`src/rtl/rr_grant_arbiter_pkg.sv`:
```
// arb_pkg: shared constants, FSM state type and one-hot helper for the round-robin arbiter
package arb_pkg;
    localparam int N_REQ = 5;
    localparam int ID_W  = $clog2(N_REQ);
    typedef enum logic {IDLE, OWNED} arb_state_e;
    function automatic logic [N_REQ-1:0] onehot_of(input logic [ID_W-1:0] id);
        return N_REQ'(1) << id;
    endfunction
endpackage

```
`src/rtl/rr_grant_arbiter_if.sv`:
```
// rr_grant_arbiter_if: request/grant bundle between requesters (master) and arbiter (slave)
//   req      per-requester request level
//   done     single-cycle tenure-end pulse from the current owner
//   grant    one-hot or zero grant vector
//   grant_id binary index of the granted requester, 0 when idle
//   busy     high while any grant is asserted
interface rr_grant_arbiter_if;
    import arb_pkg::*;
    logic [N_REQ-1:0] req;
    logic             done;
    logic [N_REQ-1:0] grant;
    logic [ID_W-1:0]  grant_id;
    logic             busy;
    modport master (output req, done, input grant, grant_id, busy);
    modport slave  (input req, done, output grant, grant_id, busy);
endinterface

```
`src/rtl/rr_grant_arbiter_pick.sv`:
```
// rr_pick: combinational rotating-priority search for the first request at or above a pointer
//   i_req       request vector
//   i_mask_en   drop bit i_mask_id from the search
//   i_mask_id   index of the bit to drop
//   i_prio_ptr  index holding highest priority
//   o_found     some request was eligible
//   o_winner_id index of the winning request
module rr_pick
    import arb_pkg::*;
(
    input  logic [N_REQ-1:0] i_req,
    input  logic             i_mask_en,
    input  logic [ID_W-1:0]  i_mask_id,
    input  logic [ID_W-1:0]  i_prio_ptr,
    output logic             o_found,
    output logic [ID_W-1:0]  o_winner_id
);
    logic [N_REQ-1:0]   w_req;
    logic [N_REQ-1:0]   w_below;
    logic [2*N_REQ-1:0] w_dbl;

    assign w_req   = i_req & ~(i_mask_en ? onehot_of(i_mask_id) : '0);
    assign w_below = (N_REQ'(1) << i_prio_ptr) - N_REQ'(1);
    // Lower copy holds only bits at/above the pointer; the upper copy supplies the wrap-around,
    // so the lowest set bit of the doubled vector is the round-robin winner.
    assign w_dbl   = {w_req, w_req & ~w_below};

    always_comb begin
        o_found     = 1'b0;
        o_winner_id = '0;
        for (int i = 2*N_REQ-1; i >= 0; i--) begin
            if (w_dbl[i]) begin
                o_found     = 1'b1;
                o_winner_id = ID_W'(i % N_REQ);
            end
        end
    end
endmodule

```
`src/rtl/rr_grant_arbiter.sv`:
```
// rr_grant_arbiter: round-robin arbiter with held grants, done release and hold-time limit
//   clk   rising-edge clock
//   rst_n asynchronous active-low reset
//   bus   slave side of rr_grant_arbiter_if (req, done in; grant, grant_id, busy out)
module rr_grant_arbiter
    import arb_pkg::*;
#(
    parameter int MAX_HOLD = 8
) (
    input  logic               clk,
    input  logic               rst_n,
    rr_grant_arbiter_if.slave  bus
);
    localparam int                HOLD_W    = (MAX_HOLD > 1) ? $clog2(MAX_HOLD) : 1;
    localparam logic [HOLD_W-1:0] HOLD_LAST = HOLD_W'((MAX_HOLD > 0) ? MAX_HOLD - 1 : 0);

    arb_state_e        r_state, w_state_nx;
    logic [N_REQ-1:0]  r_grant, w_grant_nx;
    logic [ID_W-1:0]   r_grant_id, w_id_nx;
    logic [ID_W-1:0]   r_prio_ptr, w_ptr_nx;
    logic [HOLD_W-1:0] r_hold_cnt, w_hold_nx;
    logic              w_owner_req;
    logic              w_release;
    logic              w_found;
    logic [ID_W-1:0]   w_winner;

    assign w_owner_req = bus.req[r_grant_id];
    assign w_release   = bus.done | ~w_owner_req | (MAX_HOLD != 0 && r_hold_cnt == HOLD_LAST);

    rr_pick u_pick (
        .i_req       (bus.req),
        .i_mask_en   ((r_state == OWNED) & ~w_owner_req),
        .i_mask_id   (r_grant_id),
        .i_prio_ptr  (r_prio_ptr),
        .o_found     (w_found),
        .o_winner_id (w_winner)
    );

    always_comb begin
        w_state_nx = r_state;
        w_grant_nx = r_grant;
        w_id_nx    = r_grant_id;
        w_ptr_nx   = r_prio_ptr;
        w_hold_nx  = r_hold_cnt;
        if (r_state == IDLE || w_release) begin
            w_state_nx = w_found ? OWNED : IDLE;
            w_grant_nx = w_found ? onehot_of(w_winner) : '0;
            w_id_nx    = w_found ? w_winner : '0;
            w_ptr_nx   = !w_found ? r_prio_ptr : (w_winner == ID_W'(N_REQ - 1)) ? '0 : w_winner + 1'b1;
            w_hold_nx  = '0;
        end else if (MAX_HOLD != 0 && r_hold_cnt != HOLD_LAST) begin
            w_hold_nx = r_hold_cnt + 1'b1;
        end
    end

    always_ff @(posedge clk or negedge rst_n) begin
        if (!rst_n) begin
            r_state    <= IDLE;
            r_grant    <= '0;
            r_grant_id <= '0;
            r_prio_ptr <= '0;
            r_hold_cnt <= '0;
        end else begin
            r_state    <= w_state_nx;
            r_grant    <= w_grant_nx;
            r_grant_id <= w_id_nx;
            r_prio_ptr <= w_ptr_nx;
            r_hold_cnt <= w_hold_nx;
        end
    end

    assign bus.grant    = r_grant;
    assign bus.grant_id = r_grant_id;
    assign bus.busy     = (r_state == OWNED);
endmodule
```
`src/flat_wrapper.sv`:
```
// flat-port wrapper written by rule: the top's interface ports become plain ports
module rr_grant_arbiter_flat import arb_pkg::*;
#(
    parameter int MAX_HOLD = 8
)
  (clk, rst_n, bus_req, bus_done, bus_grant, bus_grant_id, bus_busy);
  rr_grant_arbiter_if bus_i ();
  input  logic clk;
  input  logic rst_n;
  input wire logic [$bits(bus_i.req)-1:0] bus_req;
  input wire logic [$bits(bus_i.done)-1:0] bus_done;
  output wire logic [$bits(bus_i.grant)-1:0] bus_grant;
  output wire logic [$bits(bus_i.grant_id)-1:0] bus_grant_id;
  output wire logic [$bits(bus_i.busy)-1:0] bus_busy;
  assign bus_i.req = bus_req;
  assign bus_i.done = bus_done;
  assign bus_grant = bus_i.grant;
  assign bus_grant_id = bus_i.grant_id;
  assign bus_busy = bus_i.busy;
  rr_grant_arbiter #(.MAX_HOLD(MAX_HOLD)) u_core (.clk(clk), .rst_n(rst_n), .bus(bus_i));
endmodule
```
`config.mk`:
```
export PLATFORM = sky130hd
export DESIGN_NAME = rr_grant_arbiter_flat
export DESIGN_NICKNAME = d
export VERILOG_FILES = /design/src/rtl/rr_grant_arbiter_pkg.sv /design/src/rtl/rr_grant_arbiter_if.sv /design/src/rtl/rr_grant_arbiter_pick.sv /design/src/rtl/rr_grant_arbiter.sv /design/src/flat_wrapper.sv
export SDC_FILE = /design/constraint.sdc
export NUM_CORES = 1
export LEC_CHECK = 0
export CAP_MARGIN = 15
export CORE_ASPECT_RATIO = 1.2
export CORE_UTILIZATION = 50
export CTS_BUF_LIST = sky130_fd_sc_hd__clkbuf_2
export CTS_CLUSTER_DIAMETER = 200
export DETAILED_ROUTE_END_ITERATION = 8
export PLACE_DENSITY = 0.82
export SYNTH_ARGS = -nofsm -noshare
export SYNTH_HDL_FRONTEND = slang
export SYNTH_SLANG_ARGS = --single-unit
```
`constraint.sdc`:
```
create_clock -name clk -period 4.14 [get_ports clk]
set_input_delay 0.828 -clock clk [delete_from_list [all_inputs] [get_ports clk]]
set_output_delay 0.828 -clock clk [all_outputs]
set_load 0.02 [all_outputs]
```
# == Word-level counts from Yosys, hierarchy flattened ==
# Index checks and enable logic that the tools add are counted.
# totals
out_inout_bits,9
reg_bits,15
elab_cells,56
input_bits,8
# op_classes
eq_ne,3
mux,29
order_cmp,1
bitwise_logic,9
addsub,3
n_reduce_logical,3
shift,3
# ops
op,n
3-bit 2-to-1 mux,14
1-bit by 3-bit left shift with 5-bit output (first input constant),3
1-bit 2-to-1 mux,12
5-bit bitwise AND,2
5-bit 2-to-1 mux,2
5-bit NOT,2
3-bit by 1-bit adder with 3-bit output (second input constant),2
3-bit equality test (second input constant),2
5-bit by 2-bit subtractor with 5-bit output (second input constant),1
3-bit by 4-bit less-than comparator with 1-bit output (second input constant),1
1-bit binary-select mux with 3-bit select,1
3-bit != test (second input constant),1
1-bit NOT,2
1-bit OR,2
2-bit AND reduction,1
2-bit nonzero test,1
1-bit bitwise AND,1
1-bit logical OR,1

# == Longest topological paths before layout ==
# logic_depth
word_depth,19
depth_mapped,7
mapped_depth_nobuf,7

# == Hierarchy ==
# Synthesis repeated with hierarchy kept, for this count alone.
# unflattened
cells_unflattened,130
area_unflattened_um2,1251.2
# by_module_without_submodules
mod,seq_area_each_um2,cells_each,instances,area_each_um2
rr_grant_arbiter,375.4,88,1,929.6
rr_pick,0.0,42,1,321.6

# == Worst setup path before layout ==
# Ideal clock, no wire load.
# synth_timing
path_type,input-to-reg
from,input bus_req[0]
to,register u_core.r_grant[4] (netlist: u_core.bus.grant[4])
stages,7
path_buffers,0
setup_ps,67
path_slack_ps,1935
t_required_ps,4073
arrival_time_ps,2138
path_cell_list,nand2b_1 a211oi_1 o21ba_2 inv_1 ha_1 nor4b_1 a22o_1
# synth_via
elab_chain_cells,19
elab_cells_between_ends,33
cone_classes,1 x shift; 24 x mux; 7 x bitwise; 1 x reduce/logical
# synth_rtl
element,line,source
start: declaration,flat_wrapper.sv:10,input wire logic [$bits(bus_i.req)-1:0] bus_req;
1-bit binary-select mux with 3-bit select,rr_grant_arbiter.sv:27,assign w_owner_req = bus.req[r_grant_id];
1-bit 2-to-1 mux (not written as such),rr_grant_arbiter.sv:27,
1-bit NOT,"rr_grant_arbiter.sv:28, rr_grant_arbiter.sv:32",
1-bit bitwise AND,rr_grant_arbiter.sv:32,".i_mask_en ((r_state == OWNED) & ~w_owner_req),"
5-bit 2-to-1 mux,rr_grant_arbiter_pick.sv:22,assign w_req = i_req & ~(i_mask_en ? onehot_of(i_mask_id) : '0);
5-bit NOT,rr_grant_arbiter_pick.sv:22,
5-bit bitwise AND,rr_grant_arbiter_pick.sv:22,
3-bit 2-to-1 mux (10 in series),rr_grant_arbiter_pick.sv:32,if (w_dbl[i]) begin
1-bit by 3-bit left shift with 5-bit output,rr_grant_arbiter_pkg.sv:7,return N_REQ'(1) << id;
5-bit 2-to-1 mux,rr_grant_arbiter.sv:47,w_grant_nx = w_found ? onehot_of(w_winner) : '0;
end signal: assignment,rr_grant_arbiter.sv:65,r_grant <= w_grant_nx;
end: declaration,rr_grant_arbiter.sv:18,"logic [N_REQ-1:0] r_grant, w_grant_nx;"
# Several ways; a longest one is shown, not always the timed one. The select of a mux whose other input is x is not followed.
# A chain may end at the register's enable or synchronous reset.

# == Worst setup path in the final report ==
# Ends and elaborated chain as after synthesis.

==> metrics <==
f_max 0.363 GHz; Setup CP Type input port to flip-flop; routability cong. 0.819; post-CTS resize count 0; final WL 1.91 mm; routed len/inst 16.6 um; GRT Util Overall 0.237; share of cells above drive strength 1 0.155; worst skew pair latency 0.30 ns; top cell type's share of synthesized area 0.439; Setup-failing EPs final 0; fin cells 115; fin crit period 2.75 ns; Worst Path Arrival 3.01 ns; register bit count reported by yosys 15; static leakage 0.462 nW; number of library cell types mapped by synthesis 39; EDFF count, synth 0; die area 0.00188 sq mm; Mapped Nets 91; core area 0.00162 sq mm; largest net degree at the start of global routing 16; worst slack, placed 1.08 ns; CTS Sinks 15; Initial Utilization 0.528; Routed Antenna Nets 0; first-pass GRT wire length 2.90 mm; IO Count 17; clock-pin slew on the worst setup and hold paths 0.15 ns; vias in the first global route 650; final max-slew violation count 0; max-cap violations 0; dpl cells 111; unrepaired setup endpoints after global routing false; async set-reset flop share out of synthesis 1.00; endpoints failing hold 0; Post-CTS Setup Inserts 0; clock buffer depth 2; sequential area share after synthesis 0.439; synthesis-to-layout area growth 23.2%; port bufs 16; syn avg cell area 11.0 sq um; Chip Height 47.3 um; via count 712; maximum vdd drop 404 uV; ant diodes 0; Synth Warn # 0; Hold WC Path Type flip-flop to flip-flop; setup TNS 0 ns; Crit Path Max Fanout 7; Power Dens Cells 680 mW/mm^2; CTS tree built; # hold bufs at CTS 0; hold_ws 0.457 ns; dpl hpwl 1.36 mm; Final Worst Setup Slack 1.39 ns; die width 39.8 um; ys flop type dfrtp_1; outcome completed; initial antenna violation count 0; DR DRC count 0; cell taking the most area after synthesis dfrtp_1; Post-Syn Area 856 sq um; nets@finish 111; CP Data Required Time 4.39 ns; Initial DRT Pass Iterations 4; Worst Tran Pin Value 0.683 ns; cell row count 16; fin crit share 0.665; Clock Root Buffer clkbuf_2; Synth area leaders dfrtp_1 44%, ha_1 7.3%, a22o_1 5.1%; Slew HR 0.544; Syn Inst Count 78; commonest non-fill, non-tap cell in the layout clkdlybuf4s50_1; total gr overflow 0; Setup crit start kind input port; DR iter-0 viols 16; Final Total Pwr 0.717 mW; Worst setup EP type flip-flop; htree depth 1; cts bufs inserted 3; Clock Skew 0.00281 ns; most frequent cells in the layout 16 x clkdlybuf4s50_1, 15 x dfrtp_1, 5 x a22o_1, 5 x ha_1; Via-to-Cell Ratio 6.19
[path summary, 6_finish.rpt]
check / slack [ns] / cells past startpoint / from / end
max: 1.39 / 8 / bus_req[0] / u_core.bus.grant[4]$_DFFE_PN0N_
min: 0.46 / 1 / u_core.r_hold_cnt[0]$_DFFE_PN0P_ / u_core.r_hold_cnt[0]$_DFFE_PN0P_
max reg2reg: 1.85 / 6 / u_core.r_hold_cnt[0]$_DFFE_PN0P_ / u_core.r_prio_ptr[1]$_DFFE_PN0P_
min reg2reg: 0.46 / 1 / u_core.r_hold_cnt[0]$_DFFE_PN0P_ / u_core.r_hold_cnt[0]$_DFFE_PN0P_
max in group asynchronous: 2.79 / 1 / rst_n / u_core.r_prio_ptr[1]$_DFFE_PN0P_
min in group asynchronous: 0.92 / 1 / rst_n / u_core.r_hold_cnt[2]$_DFFE_PN0P_
[metal layers]
metal	global-route usage	part of all wire	vias up
met5	0	0	-
met3	0.0569	0.029	8
met1	0.290	0.44	345
met4	0.103	0.030	0
met2	0.393	0.50	19
li1	-	-	340
[logic make-up (layout without fill, tap and decap cells)]
logic type               Yosys count  count (layout)  synth area share
adder cells (fa/ha/maj)            5               5            0.0731
flip-flops                        15              15             0.439
buffers and inverters              6              25            0.0263
multiplexers                       3               3            0.0409
AND/OR/NAND/NOR                   20              20             0.149
AO/OA/AOI/OAI                     29              29             0.272
[flip-flops by register name (all words and copies together) (netlist names)]
name	count
u_core.bus.busy	1
u_core.bus.grant	5
u_core.bus.grant_id	3
u_core.r_hold_cnt	3
u_core.r_prio_ptr	3
[power breakdown]
| group | internal, mW | switching, mW |
|---|---|---|
| Clock | 0.0218 | 0.0508 |
| Sequential | 0.201 | 0.0568 |
| Combinational | 0.193 | 0.194 |
[worst max-delay path, cell delays in order]
cell             delay, ns
clkdlybuf4s50_1       0.59
nand2b_1              0.09
a211oi_1              0.35
o21ba_2               0.25
inv_1                 0.06
ha_1                  0.15
nor4b_1               0.47
a22o_1                0.21
[metrics by stage]
| stage | cell area [sq um] | utilization |
|---|---|---|
| 6_report | 1050 | 0.650 |
| 5_1_grt | 1050 | 0.650 |
| 4_1_cts | 1050 | 0.650 |
| 3_5_place_dp | 1030 | 0.638 |
| 3_3_place_gp | 1030 | 0.638 |
| 2_1_floorplan | 856 | - |
[area by class of cell]
| cell class | instances | area (sq um) |
|---|---|---|
| Inverter | 5 | 18.8 |
| Multi-Input combinational cell | 57 | 458 |
| Fill cell | 126 | 567 |
| Clock inverter | 1 | 5.00 |
| Sequential cell | 15 | 375 |
| Tap cell | 18 | 22.5 |
| Timing Repair Buffer | 16 | 160 |
| Clock buffer | 3 | 15.0 |
[cells in the mapped netlist, types with 2 or more instances]
master / number
nor3b_1: 2
and2_1: 2
nor2_1: 2
a32o_2: 2
mux2i_1: 2
ha_1: 5
a211oi_1: 2
a22o_1: 5
dfrtp_1: 15
a21oi_1: 3
nand2b_1: 4
o31ai_1: 2
inv_1: 4
o21ai_0: 3
No activity file was read; power rests on OpenSTA's default activity.
